**src/rtl/ppu_vga_scanout_pkg.sv**
```systemverilog
// Shared VGA 640x480@60 timing constants, image window geometry and the NES master palette.
package vga_timing_defs;

   localparam int H_VIS    = 640;
   localparam int H_FP     = 16;
   localparam int H_SYNC   = 96;
   localparam int H_BP     = 48;
   localparam int H_TOT    = H_VIS + H_FP + H_SYNC + H_BP;

   localparam int V_VIS    = 480;
   localparam int V_FP     = 10;
   localparam int V_SYNC   = 2;
   localparam int V_BP     = 33;
   localparam int V_TOT    = V_VIS + V_FP + V_SYNC + V_BP;

   localparam int IMG_W    = 512;
   localparam int H_OFFSET = (H_VIS - IMG_W) / 2;
   localparam int H_WIN_END = H_OFFSET + IMG_W;

   // 2C02 colours reduced to the top nibble of each 8-bit channel, stored as {R,G,B}.
   localparam logic [11:0] NES_PALETTE [64] = '{
      12'h777, 12'h00F, 12'h00B, 12'h42B, 12'h908, 12'hA02, 12'hA10, 12'h810,
      12'h530, 12'h070, 12'h060, 12'h050, 12'h045, 12'h000, 12'h000, 12'h000,
      12'hBBB, 12'h07F, 12'h05F, 12'h64F, 12'hD0C, 12'hE05, 12'hF30, 12'hE51,
      12'hA70, 12'h0B0, 12'h0A0, 12'h0A4, 12'h088, 12'h000, 12'h000, 12'h000,
      12'hFFF, 12'h3BF, 12'h68F, 12'h97F, 12'hF7F, 12'hF59, 12'hF75, 12'hFA4,
      12'hFB0, 12'hBF1, 12'h5D5, 12'h5F9, 12'h0ED, 12'h777, 12'h000, 12'h000,
      12'hFFF, 12'hAEF, 12'hBBF, 12'hDBF, 12'hFBF, 12'hFAC, 12'hFDB, 12'hFEA,
      12'hFD7, 12'hDF7, 12'hBFB, 12'hBFD, 12'h0FF, 12'hFDF, 12'h000, 12'h000
   };

endpackage

```
**src/rtl/ppu_vga_scanout_palette.sv**
```systemverilog
// NES palette ROM: 6-bit palette index to 12-bit RGB, purely combinational.
module nes_palette_rom
   import vga_timing_defs::*;
(
   input  logic [5:0]  i_index,
   output logic [11:0] o_rgb
);

   always_comb begin
      o_rgb = NES_PALETTE[i_index];
   end

endmodule

```
**src/rtl/ppu_vga_scanout.sv**
```systemverilog
// PPU frame-buffer scanout: VGA timing with the 256x240 image doubled into a centred 512x480 window.
// Stage 0 counters and read issue, stage 1 read data return, stage 2 registered palette lookup.
module ppu_vga_scanout #(
   parameter int H_VIS    = vga_timing_defs::H_VIS,
   parameter int H_FP     = vga_timing_defs::H_FP,
   parameter int H_SYNC   = vga_timing_defs::H_SYNC,
   parameter int H_BP     = vga_timing_defs::H_BP,
   parameter int V_VIS    = vga_timing_defs::V_VIS,
   parameter int V_FP     = vga_timing_defs::V_FP,
   parameter int V_SYNC   = vga_timing_defs::V_SYNC,
   parameter int V_BP     = vga_timing_defs::V_BP,
   parameter int H_OFFSET = vga_timing_defs::H_OFFSET
) (
   input  logic        clk,
   input  logic        rst,
   input  logic        i_pix_ce,
   output logic [15:0] o_fb_addr,
   output logic        o_fb_rd_en,
   input  logic [7:0]  i_fb_data,
   output logic        o_vga_done,
   output logic        o_frame_start,
   output logic        o_hsync,
   output logic        o_vsync,
   output logic        o_de,
   output logic [3:0]  o_red,
   output logic [3:0]  o_green,
   output logic [3:0]  o_blue
);

   localparam int H_TOT = H_VIS + H_FP + H_SYNC + H_BP;
   localparam int V_TOT = V_VIS + V_FP + V_SYNC + V_BP;

   localparam logic [9:0] L_H_LAST   = 10'(H_TOT - 1);
   localparam logic [9:0] L_V_LAST   = 10'(V_TOT - 1);
   localparam logic [9:0] L_H_VIS    = 10'(H_VIS);
   localparam logic [9:0] L_V_VIS    = 10'(V_VIS);
   localparam logic [9:0] L_HS_BEG   = 10'(H_VIS + H_FP);
   localparam logic [9:0] L_HS_END   = 10'(H_VIS + H_FP + H_SYNC);
   localparam logic [9:0] L_VS_BEG   = 10'(V_VIS + V_FP);
   localparam logic [9:0] L_VS_END   = 10'(V_VIS + V_FP + V_SYNC);
   localparam logic [9:0] L_WIN_BEG  = 10'(H_OFFSET);
   localparam logic [9:0] L_WIN_END  = 10'(H_OFFSET + vga_timing_defs::IMG_W);

   logic [9:0]  r_hCnt;
   logic [9:0]  r_vCnt;
   logic [15:0] r_fbAddr;
   logic        r_fbRdEn;
   logic        r_vgaDone;
   logic        r_frameStart;

   logic [9:0]  w_hNext;
   logic [9:0]  w_vNext;
   logic [9:0]  w_col;
   logic        w_lineEnd;
   logic        w_frameWrap;
   logic        w_doneSet;
   logic        w_nextInWin;
   logic        w_hsync0;
   logic        w_vsync0;
   logic        w_de0;

   logic        r_win1;
   logic        r_hs1;
   logic        r_vs1;
   logic        r_de1;
   logic        r_hs2;
   logic        r_vs2;
   logic        r_de2;
   logic [11:0] r_rgb;
   logic [11:0] w_palRgb;
   logic        w_unusedBits;

   // Next counter position; read strobe and address are registered from it so they line up with h_cnt/v_cnt.
   always_comb begin
      w_lineEnd   = (r_hCnt == L_H_LAST);
      w_frameWrap = w_lineEnd && (r_vCnt == L_V_LAST);
      w_hNext     = r_hCnt + 10'd1;
      w_vNext     = r_vCnt;
      if (w_lineEnd) begin
         w_hNext = '0;
         w_vNext = (r_vCnt == L_V_LAST) ? 10'd0 : r_vCnt + 10'd1;
      end
      w_doneSet   = w_lineEnd && (w_vNext == L_V_VIS);
      w_col       = w_hNext - L_WIN_BEG;
      w_nextInWin = (w_hNext >= L_WIN_BEG) && (w_hNext < L_WIN_END) && (w_vNext < L_V_VIS);
   end

   always_comb begin
      w_hsync0 = !((r_hCnt >= L_HS_BEG) && (r_hCnt < L_HS_END));
      w_vsync0 = !((r_vCnt >= L_VS_BEG) && (r_vCnt < L_VS_END));
      w_de0    = (r_hCnt < L_H_VIS) && (r_vCnt < L_V_VIS);
   end

   // Counters, read issue and the vga_done flag; the address holds outside the window.
   always_ff @(posedge clk or negedge rst) begin
      if (!rst) begin
         r_hCnt       <= '0;
         r_vCnt       <= '0;
         r_fbAddr     <= '0;
         r_fbRdEn     <= 1'b0;
         r_vgaDone    <= 1'b0;
         r_frameStart <= 1'b0;
      end else if (i_pix_ce) begin
         r_hCnt       <= w_hNext;
         r_vCnt       <= w_vNext;
         r_fbRdEn     <= w_nextInWin;
         r_frameStart <= w_frameWrap;
         if (w_nextInWin) begin
            r_fbAddr <= {w_vNext[8:1], w_col[8:1]};
         end
         if (w_frameWrap) begin
            r_vgaDone <= 1'b0;
         end else if (w_doneSet) begin
            r_vgaDone <= 1'b1;
         end
      end
   end

   nes_palette_rom u_palette (
      .i_index (i_fb_data[5:0]),
      .o_rgb   (w_palRgb)
   );

   // Window flag and syncs ride alongside the returning read data, then colour is registered.
   always_ff @(posedge clk or negedge rst) begin
      if (!rst) begin
         r_win1 <= 1'b0;
         r_hs1  <= 1'b1;
         r_vs1  <= 1'b1;
         r_de1  <= 1'b0;
         r_hs2  <= 1'b1;
         r_vs2  <= 1'b1;
         r_de2  <= 1'b0;
         r_rgb  <= '0;
      end else if (i_pix_ce) begin
         r_win1 <= r_fbRdEn;
         r_hs1  <= w_hsync0;
         r_vs1  <= w_vsync0;
         r_de1  <= w_de0;
         r_hs2  <= r_hs1;
         r_vs2  <= r_vs1;
         r_de2  <= r_de1;
         r_rgb  <= r_win1 ? w_palRgb : 12'h000;
      end
   end

   assign w_unusedBits  = ^{i_fb_data[7:6], w_col[9], w_col[0], w_vNext[9], w_vNext[0]};

   assign o_fb_addr     = r_fbAddr;
   assign o_fb_rd_en    = r_fbRdEn;
   assign o_vga_done    = r_vgaDone;
   assign o_frame_start = r_frameStart;
   assign o_hsync       = r_hs2;
   assign o_vsync       = r_vs2;
   assign o_de          = r_de2;
   assign o_red         = r_rgb[11:8];
   assign o_green       = r_rgb[7:4];
   assign o_blue        = r_rgb[3:0];

endmodule

```
**config.mk**
```make
export PLATFORM = sky130hd
export DESIGN_NAME = ppu_vga_scanout
export DESIGN_NICKNAME = d
export VERILOG_FILES = /design/src/rtl/ppu_vga_scanout_pkg.sv /design/src/rtl/ppu_vga_scanout_palette.sv /design/src/rtl/ppu_vga_scanout.sv
export SDC_FILE = /design/constraint.sdc
export NUM_CORES = 1
export LEC_CHECK = 0
export BUFFER_PORTS_ARGS = -buffer_cell sky130_fd_sc_hd__buf_2
export CAP_MARGIN = 0
export CELL_PAD_IN_SITES_DETAIL_PLACEMENT = 1
export CELL_PAD_IN_SITES_GLOBAL_PLACEMENT = 1
export CORE_MARGIN = 3
export CORE_UTILIZATION = 42
export CTS_BUF_LIST = sky130_fd_sc_hd__clkbuf_8
export DETAILED_ROUTE_END_ITERATION = 16
export GPL_ROUTABILITY_DRIVEN = 0
export PLACE_DENSITY_LB_ADDON = 0.1
export RECOVER_POWER = 100
export SYNTH_ARGS = -nofsm -noshare
export SYNTH_HDL_FRONTEND = slang
export SYNTH_SLANG_ARGS = --single-unit
```
**constraint.sdc**
```tcl
create_clock -name clk -period 3.05 [get_ports clk]
set_clock_uncertainty 0.2 [all_clocks]
set_input_delay 0.61 -clock clk [delete_from_list [all_inputs] [get_ports clk]]
set_output_delay 0.61 -clock clk [all_outputs]
set_load 0.005 [all_outputs]
```
==> key figures, run 1 <==
Outcome
  • Status: finished with violations
  • Failing checks: capacitance limit, slew limit, setup timing

Critical path
  • Crit path largest cell delay: 0.43 ns
  • Crit start category: flip-flop
  • CP Class: reg2reg
  • Setup crit end kind: flip-flop
  • Crit-path max FO: 6
  • Worst reg2reg setup slack: -0.14 ns
  • Critical-path top delay cell: dfrtp_2
  • CP top delay family: simple AND/OR/NAND/NOR gates
  • Reg2Reg Depth: 12
  • Worst path cell trace: ha_4 -> and3_4 -> and3_4 -> xnor2_4 -> ha_4 -> o21ai_2 -> or3_4 -> o21bai_4 -> o211ai_1 -> nand2b_4 -> buf_12 -> mux2_4
  • Worst R2R End: o_fb_addr[7]$_DFFE_PN0P_
  • WP buf/inv: 1
  • Crit path DAT: 3.21 ns
  • CP required: roughly 3.1 ns
  • RR Startpoint: r_hCnt[1]$_DFFE_PN0P_

Power
  • LEAKAGE: 2.14 nW
  • Pwr/cell area: 539 nW/um2
  • VDD IR max: 374 uV
  • Design Power: 2.65 mW

Clocking
  • Htree depth: 3
  • CTS clk-pin slew, worst paths: approximately 0.070 ns
  • CTS Buffer Depth: 2
  • Num CTS Buffers: 9
  • Hold buffers post-CTS: 0
  • Root Driver: clkbuf_8
  • Clk_lat worst skew: around 0.35 ns
  • TritonCTS clock tree: done
  • Clock tree sinks: 58

Floorplan
  • Site Rows: 34
  • Die H: 103 um
  • Die area: 10,700 um2
  • Area of the core: 8980 um2
  • Die X: 103 um
  • Initial core utilization: 44.4%
  • IO Count: 45

Routing
  • Drt drc: 0
  • Vias per std cell: 5.80
  • Post-Route WL: 12,400 um
  • ANT nets after route: 0
  • Routed len/inst: 19.1 um
  • DRT Pass-1 Iters: 4
  • Via count: about 3,800
  • DRT iter0 DRCs: 176

Synthesis
  • Synth top area cells: dfrtp_1, ha_1, a21oi_1
  • Synthesized area: approximately 4000 um2
  • Number of flops mapped to enable cells by yosys: 0
  • Asr flop ratio synth: 100%
  • Cell accounting for the most synthesized area: dfrtp_1
  • Top cell type's share of synthesized area: 33.9%
  • Post-synth cell types: 69
  • Syn Area/Cell: 8.82 um2
  • Share of the yosys chip area belonging to registers: approximately 37%
  • Instance count of the mapped netlist: 452
  • Synth Flop Type: dfrtp_1
  • Yosys reg bits: 58
  • Syn_nets: 478
  • Yosys warning count: 0

STA
  • RSZ-0062 raised after global routing: yes
  • Worst rel slew slack: -14.4%
  • Slew Limit Fails: 35
  • Min Tclk post-route: 3.19 ns
  • Setup WS post-layout: -0.139 ns
  • F_max: 314 MHz
  • Fin crit share: 105%
  • Worst Max-Slew Pin Slew: between 1.5 and 2 ns
  • WHS: ~0.29 ns
  • Hold Fails Final Rpt: 0
  • Setup violations, final: 17

GRT
  • Global-route wire length before repair: 20,100 um
  • Total congestion overflow: 0
  • Vias in the first global route: between 3,000 and 4,000
  • GRT Util Overall: 24.2%
  • Largest net degree at the start of global routing: 37
  • Initial antenna violation count: 0

Finish
  • Fin nets: 546
  • Diode count: 0
  • Final core utilization: 54.7%
  • Commonest non-fill, non-tap cells in the layout: dfrtp_1, nand2_1, buf_4
  • Final instance area: between 4000 and 5000 um2
  • Area grow syn2layout: 23.1%
  • Filler cell count: 1,063
  • Layout Cells excl Fill: around 650
  • Share of cells above drive strength 1: 25.5%
  • Commonest non-fill, non-tap cell in the layout: dfrtp_1

Min path
  • Hold path depth: 1
  • Hold Crit Endpoint: r_rgb[0]$_DFFE_PN0P_
  • Min-Delay Startpoint: r_rgb[0]$_DFFE_PN0P_
  • HP Class: reg2reg

Flow run
  • MaxCap Viol Count: 1

Placement
  • Dpl cell area: between 4000 and 5000 um2
  • Placed Instances: 621
  • Post-detail-place hpwl: 8320 um
  • IO buf count: between 40 and 50
worst max-delay path by stage:
stage / start / to / slack, ns / depth (start not counted)
after floorplan: r_hCnt[1]$_DFFE_PN0P_ / o_fb_addr[10]$_DFFE_PN0P_ / -0.07 / 13
after global placement: r_hCnt[1]$_DFFE_PN0P_ / o_fb_addr[1]$_DFFE_PN0P_ / -0.07 / 12
after detailed placement: r_hCnt[1]$_DFFE_PN0P_ / o_fb_addr[7]$_DFFE_PN0P_ / -0.19 / 12
after CTS: r_hCnt[1]$_DFFE_PN0P_ / o_fb_addr[1]$_DFFE_PN0P_ / -0.12 / 12
after global routing: r_hCnt[1]$_DFFE_PN0P_ / o_fb_addr[5]$_DFFE_PN0P_ / -0.22 / 12
final: r_hCnt[1]$_DFFE_PN0P_ / o_fb_addr[7]$_DFFE_PN0P_ / -0.14 / 12
cells by family (layout without fill, tap and decap cells):
family          after synthesis  in the layout  synth area share [%]
mux                          28             28                  8.35
xor+xnor                     19             19                  4.18
buf+inv                      59            132                  6.78
fa+ha+maj                    15             15                  4.71
flops                        58             58                  36.5
compound gates              137            137                  22.8
simple gates                136            136                  16.6
timing repair:
item,in CTS,in global routing
gates resized for setup,14,22
gates cloned,1,0
setup buffers,10,6
endpoints found under the setup margin,17,18
pin swaps,8,6
stage by stage:
| stage | TNS (ns) | setup WS (ns) |
|---|---|---|
| 5_1_grt | -4.06 | -0.225 |
| 4_1_cts | -1.06 | -0.118 |
| 6_report | -1.65 | -0.139 |
| 2_1_floorplan | -0.294 | -0.0734 |
| 3_5_place_dp | -1.98 | -0.192 |
| 3_3_place_gp | -0.610 | -0.0745 |
synthesized netlist by cell type (7+ instances only):
cell type / count
xnor2_1: 11
mux2_2: 16
a211oi_1: 7
a21oi_1: 37
inv_1: 22
nand3_1: 15
nor2_1: 33
xor2_1: 8
clkbuf_1: 26
mux2i_1: 7
o2bb2ai_1: 10
nand4_1: 7
nand2_1: 40
nor3_1: 12
o21ai_0: 29
ha_1: 15
dfrtp_1: 54
sequential cells by signal, summed over array words and instances, names as in the netlist:
register	cells
r_de1	1
o_fb_addr	16
r_vCnt	10
r_hCnt	10
o_vga_done	1
r_hs1	1
o_frame_start	1
o_hsync	1
o_fb_rd_en	1
r_rgb	12
r_vs1	1
r_win1	1
o_de	1
o_vsync	1
layout make-up:
type	instances	area (um2)	area share, %
multi-input combinational	335	2410	49.1
sequential	58	1460	29.7
timing repair buffer	92	609	12.4
tap	126	158	3.21
clock buffer	10	138	2.81
inverter	24	90.1	1.84
clock inverter	6	41.3	0.842
where the power goes:
group / leakage [nW] / internal, mW / total [mW] / switching, mW
Clock: 0.0847 / 0.316 / 0.657 / 0.340
Combinational: 1.34 / 0.490 / 0.991 / 0.501
Sequential: 0.722 / 0.893 / 0.999 / 0.105
per-layer routing:
metal	global-route usage [%]	wire length, um	part of all wire (%)	vias up
met2	39.1	6110	49	87
li1	-	-	-	1780
met1	33.4	5650	46	1885
met3	3.55	423	3.4	23
met4	8.27	238	1.9	0
met5	0	0	0	-
Note: power is estimated with default switching activity, not from simulation.
==> run 2: changes to the inputs <==
- CORE_MARGIN: 3 -> default
==> key figures, run 2 (synthesized netlist as in run 1, its figures left out) <==
Outcome
  • Status: finished with violations
  • Failing checks: capacitance limit, slew limit, setup timing

Power
  • Pwr/cell area: 537 nW/um2
  • VDD IR max: approximately 450 uV
  • Switch Pwr: 910 uW
  • LEAKAGE: 2.13 nW
  • Logic pwr share: 37.2%
  • Reg power frac: about two fifths
  • Clock share of power: 24.5%
  • Internal Pwr Total: 1.67 mW
  • Design Power: 2.59 mW
  • Sw frac: 35.2%

Critical path
  • CP Class: reg2reg
  • Crit-path max FO: 4
  • CP required: between 3 and 4 ns
  • Crit path DAT: roughly 3.2 ns
  • Setup crit end kind: flip-flop
  • Crit start category: flip-flop

STA
  • Worst rel slew slack: -11.3%
  • Slew Limit Fails: 30
  • RSZ-0062 raised after global routing: yes
  • Setup violations, final: 11
  • Min Tclk post-route: 3.14 ns
  • Setup WS post-layout: -0.0865 ns
  • WHS: approximately 0.28 ns
  • Worst Max-Slew Pin Slew: 1.67 ns
  • Fin crit share: 103%
  • Hold Fails Final Rpt: 0
  • F_max: 319 MHz

Finish
  • Diode count: 0
  • Area grow syn2layout: 20.8%
  • Multi-input logic area: 2390 um2
  • Share of cells above drive strength 1: 24.0%
  • Max FFs per register: 16
  • Layout Cells excl Fill: 631
  • Final instance area: 4820 um2
  • Commonest non-fill, non-tap cells in the layout: dfrtp_1, nand2_1, buf_4
  • Register area: 1460 um2
  • Filler cell count: 1,125
  • Fin nets: 543
  • Commonest non-fill, non-tap cell in the layout: dfrtp_1

Clocking
  • CTS Buffer Depth: 2
  • CTS clk-pin slew, worst paths: 0.07 ns
  • TritonCTS clock tree: done
  • Htree depth: 3
  • Clk_lat worst skew: 0.34 ns
  • Clock tree sinks: 58
  • Root Driver: clkbuf_8
  • Num CTS Buffers: 9

Routing
  • DRT iter0 DRCs: 178
  • Drt drc: 0
  • Max layer used: met4
  • Metal2 WL: around 6000 um
  • Routed len/inst: 19.0 um
  • Via count: 3,737
  • Vias per std cell: about 5.9
  • Post-Route WL: about 12,000 um
  • Metal3 WL: 303 um
  • ANT nets after route: 0
  • DRT Pass-1 Iters: 4
  • Routed metal-1 wirelength: 5660 um

Min path
  • HP Class: reg2reg

Floorplan
  • Initial core utilization: 43.3%
  • Die H: 99.4 um
  • Die X: just under 100 um
  • IO Count: 45
  • Area of the core: 9200 um2
  • Die area: 9880 um2
  • Site Rows: 35

GRT
  • GRT Util Overall: 25.7%
  • Initial antenna violation count: 0
  • Total congestion overflow: 0
  • Global-route wire length before repair: ~20,000 um
  • Vias in the first global route: just under 4,000
  • Largest net degree at the start of global routing: 31

Placement
  • Post-detail-place hpwl: 8270 um
  • Pre-CTS setup slack: -0.116 ns
  • Placed Instances: approximately 610
  • IO buf count: 42
  • Dpl cell area: 4490 um2

Flow run
  • MaxCap Viol Count: 1
==> run 2: cell count changes in the layout (fill, tap and decap cells not counted), moves of 2 or more <==
cell        delta
buf_6          -8
clkbuf_2       -2
buf_2          +4
clkinvlp_4     -2
buf_4          +2
==> run 2: metal layers <==
| metal | vias up | GRT usage, % |
|---|---|---|
| li1 | 1773 | - |
| met1 | 1885 | 34.8 |
| met2 | 62 | 42.3 |
| met3 | 17 | 3.51 |
| met4 | 0 | 8.71 |
| met5 | - | 0 |
==> run 2: repair_timing <==
action / in CTS / in global routing
cloned: 1 / 1
buffers inserted: 4 / 2
setup endpoints to repair: 11 / 18
resized for setup: 6 / 19
pin swaps: 2 / 9
hold buffers: 0 / 0
==> run 2: path summary, 6_finish.rpt <==
path	endpoint	from	slack [ns]	cells past startpoint
max in group asynchronous	o_fb_addr[12]$_DFFE_PN0P_	rst	0.64	2
setup / recovery	o_fb_addr[13]$_DFFE_PN0P_	r_hCnt[0]$_DFFE_PN0P_	-0.09	12
min in group asynchronous	r_rgb[2]$_DFFE_PN0P_	rst	0.48	1
hold reg to reg	r_rgb[1]$_DFFE_PN0P_	r_rgb[1]$_DFFE_PN0P_	0.28	1
setup reg to reg	o_fb_addr[13]$_DFFE_PN0P_	r_hCnt[0]$_DFFE_PN0P_	-0.09	12
hold / removal	r_rgb[1]$_DFFE_PN0P_	r_rgb[1]$_DFFE_PN0P_	0.28	1
==> run 2: worst max-delay path, stage by stage, from the launching register on <==
cell	delay, ns
dfrtp_2	0.43
ha_4	0.17
and3_4	0.18
and3_4	0.17
xnor2_4	0.19
ha_4	0.16
o21ai_2	0.05
or3_4	0.36
o21bai_1	0.16
o211ai_1	0.23
nand2b_4	0.24
clkbuf_16	0.18
mux2_4	0.30
==> run 2: through the flow <==
step           util (%)  setup TNS, ns
5_1_grt            52.4          -3.29
4_1_cts            51.5         -0.632
3_5_place_dp       48.9          -1.08
6_report           52.4         -0.673
3_3_place_gp       48.9         -0.415
2_1_floorplan         -         -0.294
==> run 2: final cells by class <==
class                           instances  area share, %
Clock buffer                           10           2.86
Clock inverter                          4          0.442
Inverter                               24           1.87
Multi-Input combinational cell        335           49.6
Sequential cell                        58           30.3
Tap cell                              111           2.88
Timing Repair Buffer                   89           12.1
==> run 2: power groups by stage <==
stage / clock, mW / combinational (mW) / sequential, mW
after global routing: 0.680 / 1.06 / 1.01
after floorplan: 0 / 0.500 / 0.999
final: 0.633 / 0.962 / 0.991
after detailed placement: 0 / 0.863 / 1.00
after global placement: 0 / 0.834 / 0.996
after CTS: 0.643 / 0.910 / 0.990
==> run 3: changes to the inputs <==
- SKIP_CTS_REPAIR_TIMING: default -> 1
==> key figures, run 3 (synthesized netlist as in run 1, its figures left out) <==
Outcome
  • Status: finished with violations
  • Failing checks: capacitance limit, slew limit, setup timing

Power
  • Pwr/cell area: 541 nW/um2
  • Switch Pwr: 919 uW
  • Design Power: 2.60 mW
  • Sw frac: 35.4%
  • Logic pwr share: a little under two fifths
  • Internal Pwr Total: 1.68 mW
  • VDD IR max: 476 uV
  • LEAKAGE: roughly 2.1 nW
  • Clock share of power: around a quarter
  • Reg power frac: 38.2%

STA
  • Setup WS post-layout: -0.0428 ns
  • RSZ-0062 raised after global routing: yes
  • Min Tclk post-route: 3.09 ns
  • Fin crit share: 101%
  • Hold Fails Final Rpt: 0
  • Slew Limit Fails: 30
  • Setup violations, final: 12
  • WHS: 0.281 ns
  • Worst rel slew slack: -11.2%
  • Worst Max-Slew Pin Slew: 1.67 ns
  • F_max: between 300 and 400 MHz

Critical path
  • CP required: 3.07 ns
  • Crit path launch: r_hCnt[1]$_DFFE_PN0P_
  • RR Startpoint: r_hCnt[1]$_DFFE_PN0P_
  • Crit-path max FO: 7
  • Worst R2R End: o_fb_addr[10]$_DFFE_PN0P_
  • Crit path DAT: 3.11 ns
  • Crit path largest cell delay: 0.38 ns
  • Critical-path top delay cell: dfrtp_2
  • Cell mode on critical path: buf_4
  • Worst reg2reg setup slack: -0.04 ns
  • Crit path to: o_fb_addr[10]$_DFFE_PN0P_
  • Setup crit end kind: flip-flop
  • Worst path cell trace: buf_4 -> nand4_1 -> nor2_2 -> xnor2_2 -> buf_4 -> buf_4 -> ha_1 -> and2_0 -> o2111ai_2 -> o21bai_1 -> o211ai_1 -> nand2b_4 -> clkbuf_16 -> mux2_4
  • Crit start category: flip-flop
  • CP Class: reg2reg
  • Reg2Reg Depth: 14

Placement
  • Pre-CTS setup slack: -0.116 ns
  • Placed Instances: 609
  • IO buf count: 42
  • Post-detail-place hpwl: a little over 8000 um

Min path
  • HP Class: reg2reg

Routing
  • Drt drc: 0
  • ANT nets after route: 0
  • DRT Pass-1 Iters: 4
  • DRT iter0 DRCs: 194
  • Via count: 3,754
  • Vias per std cell: 5.94
  • Post-Route WL: 12,200 um
  • Routed len/inst: 19.2 um

GRT
  • Total congestion overflow: 0
  • Global-route wire length before repair: 19,600 um
  • Vias in the first global route: between 3,000 and 4,000
  • Met1 Use GR: 34.3%
  • Grt met3 use: 3.51%
  • GRT Util Overall: 25.2%
  • Met2 GRT Util: 41.3%
  • Top Usage Layer GRT: met2
  • Initial antenna violation count: 0
  • Largest net degree at the start of global routing: 31

Floorplan
  • IO Count: 45
  • Initial core utilization: between 40% and 50%
  • Site Rows: 35
  • Area of the core: 9200 um2
  • Die area: slightly below 10,000 um2
  • Die H: between 90 and 100 um
  • Die X: 99.4 um

Flow run
  • MaxCap Viol Count: 1

Clocking
  • Clock tree sinks: 58
  • CTS clk-pin slew, worst paths: about 0.070 ns
  • Num CTS Buffers: 9
  • Root Driver: clkbuf_8
  • Htree depth: 3
  • TritonCTS clock tree: done
  • Clk_lat worst skew: 0.34 ns
  • CTS Buffer Depth: 2

Finish
  • Layout Cells excl Fill: between 600 and 700
  • Area grow syn2layout: 20.4%
  • Commonest non-fill, non-tap cell in the layout: dfrtp_1
  • Fin nets: between 500 and 600
  • Share of cells above drive strength 1: 23.4%
  • Final core utilization: between 50% and 60%
  • Filler cell count: approximately 1,100
  • Max FFs per register: 16
  • Commonest non-fill, non-tap cells in the layout: dfrtp_1, nand2_1, buf_4
  • Diode count: 0
==> run 3: final cells by class <==
| class | count | area, um2 | share of cell area [%] |
|---|---|---|---|
| multi-input cells | 335 | 2380 | 49.6 |
| flip-flops and latches | 58 | 1460 | 30.4 |
| repair buffers | 90 | 569 | 11.9 |
| well taps | 111 | 139 | 2.90 |
| clock buffers | 10 | 138 | 2.87 |
| inverters | 24 | 90.1 | 1.88 |
| clock inverters | 4 | 21.3 | 0.443 |
==> run 3: routing by layer <==
metal	up-vias	part of all wire (%)
li1	1779	-
met1	1881	47
met2	72	48
met3	22	2.6
met4	0	2.0
met5	-	0
==> run 3: metrics by stage <==
stage / setup TNS (ns) / cell area [um2]
2_1_floorplan: -0.294 / 4020
3_3_place_gp: -0.415 / 4490
3_5_place_dp: -1.08 / 4490
4_1_cts: -1.44 / 4650
5_1_grt: -2.83 / 4800
6_report: -0.260 / 4800
==> run 3: power by group through the flow <==
stage | logic, mW | clock network, mW | registers [mW]
2_1_floorplan | 0.500 | 0 | 0.999
3_3_place_gp | 0.834 | 0 | 0.996
3_5_place_dp | 0.863 | 0 | 1.00
4_1_cts | 0.869 | 0.643 | 0.989
5_1_grt | 1.06 | 0.679 | 1.01
6_report | 0.966 | 0.638 | 0.993
==> run 3: critical path, delay by kind of cell (launching register included) <==
kind | cells | cell delay [ns]
AND/OR/NAND/NOR | 4 | 0.74
adder cells (fa/ha/maj) | 1 | 0.12
buffers and inverters | 4 | 0.59
flip-flops | 1 | 0.38
XOR/XNOR | 1 | 0.17
multiplexers | 1 | 0.29
AO/OA/AOI/OAI | 3 | 0.48
==> run 3: worst min path at each step <==
| stage | start | to | slack (ns) | cells past startpoint |
|---|---|---|---|---|
| after floorplan | rst | o_de$_DFFE_PN0P_ | 0.11 | 0 |
| after global placement | r_rgb[1]$_DFFE_PN0P_ | r_rgb[1]$_DFFE_PN0P_ | 0.26 | 1 |
| after detailed placement | r_rgb[1]$_DFFE_PN0P_ | r_rgb[1]$_DFFE_PN0P_ | 0.27 | 1 |
| after CTS | rst | r_rgb[2]$_DFFE_PN0P_ | 0.13 | 1 |
| after global routing | o_fb_addr[8]$_DFFE_PN0P_ | o_fb_addr[8]$_DFFE_PN0P_ | 0.32 | 1 |
| final | r_rgb[1]$_DFFE_PN0P_ | r_rgb[1]$_DFFE_PN0P_ | 0.28 | 1 |
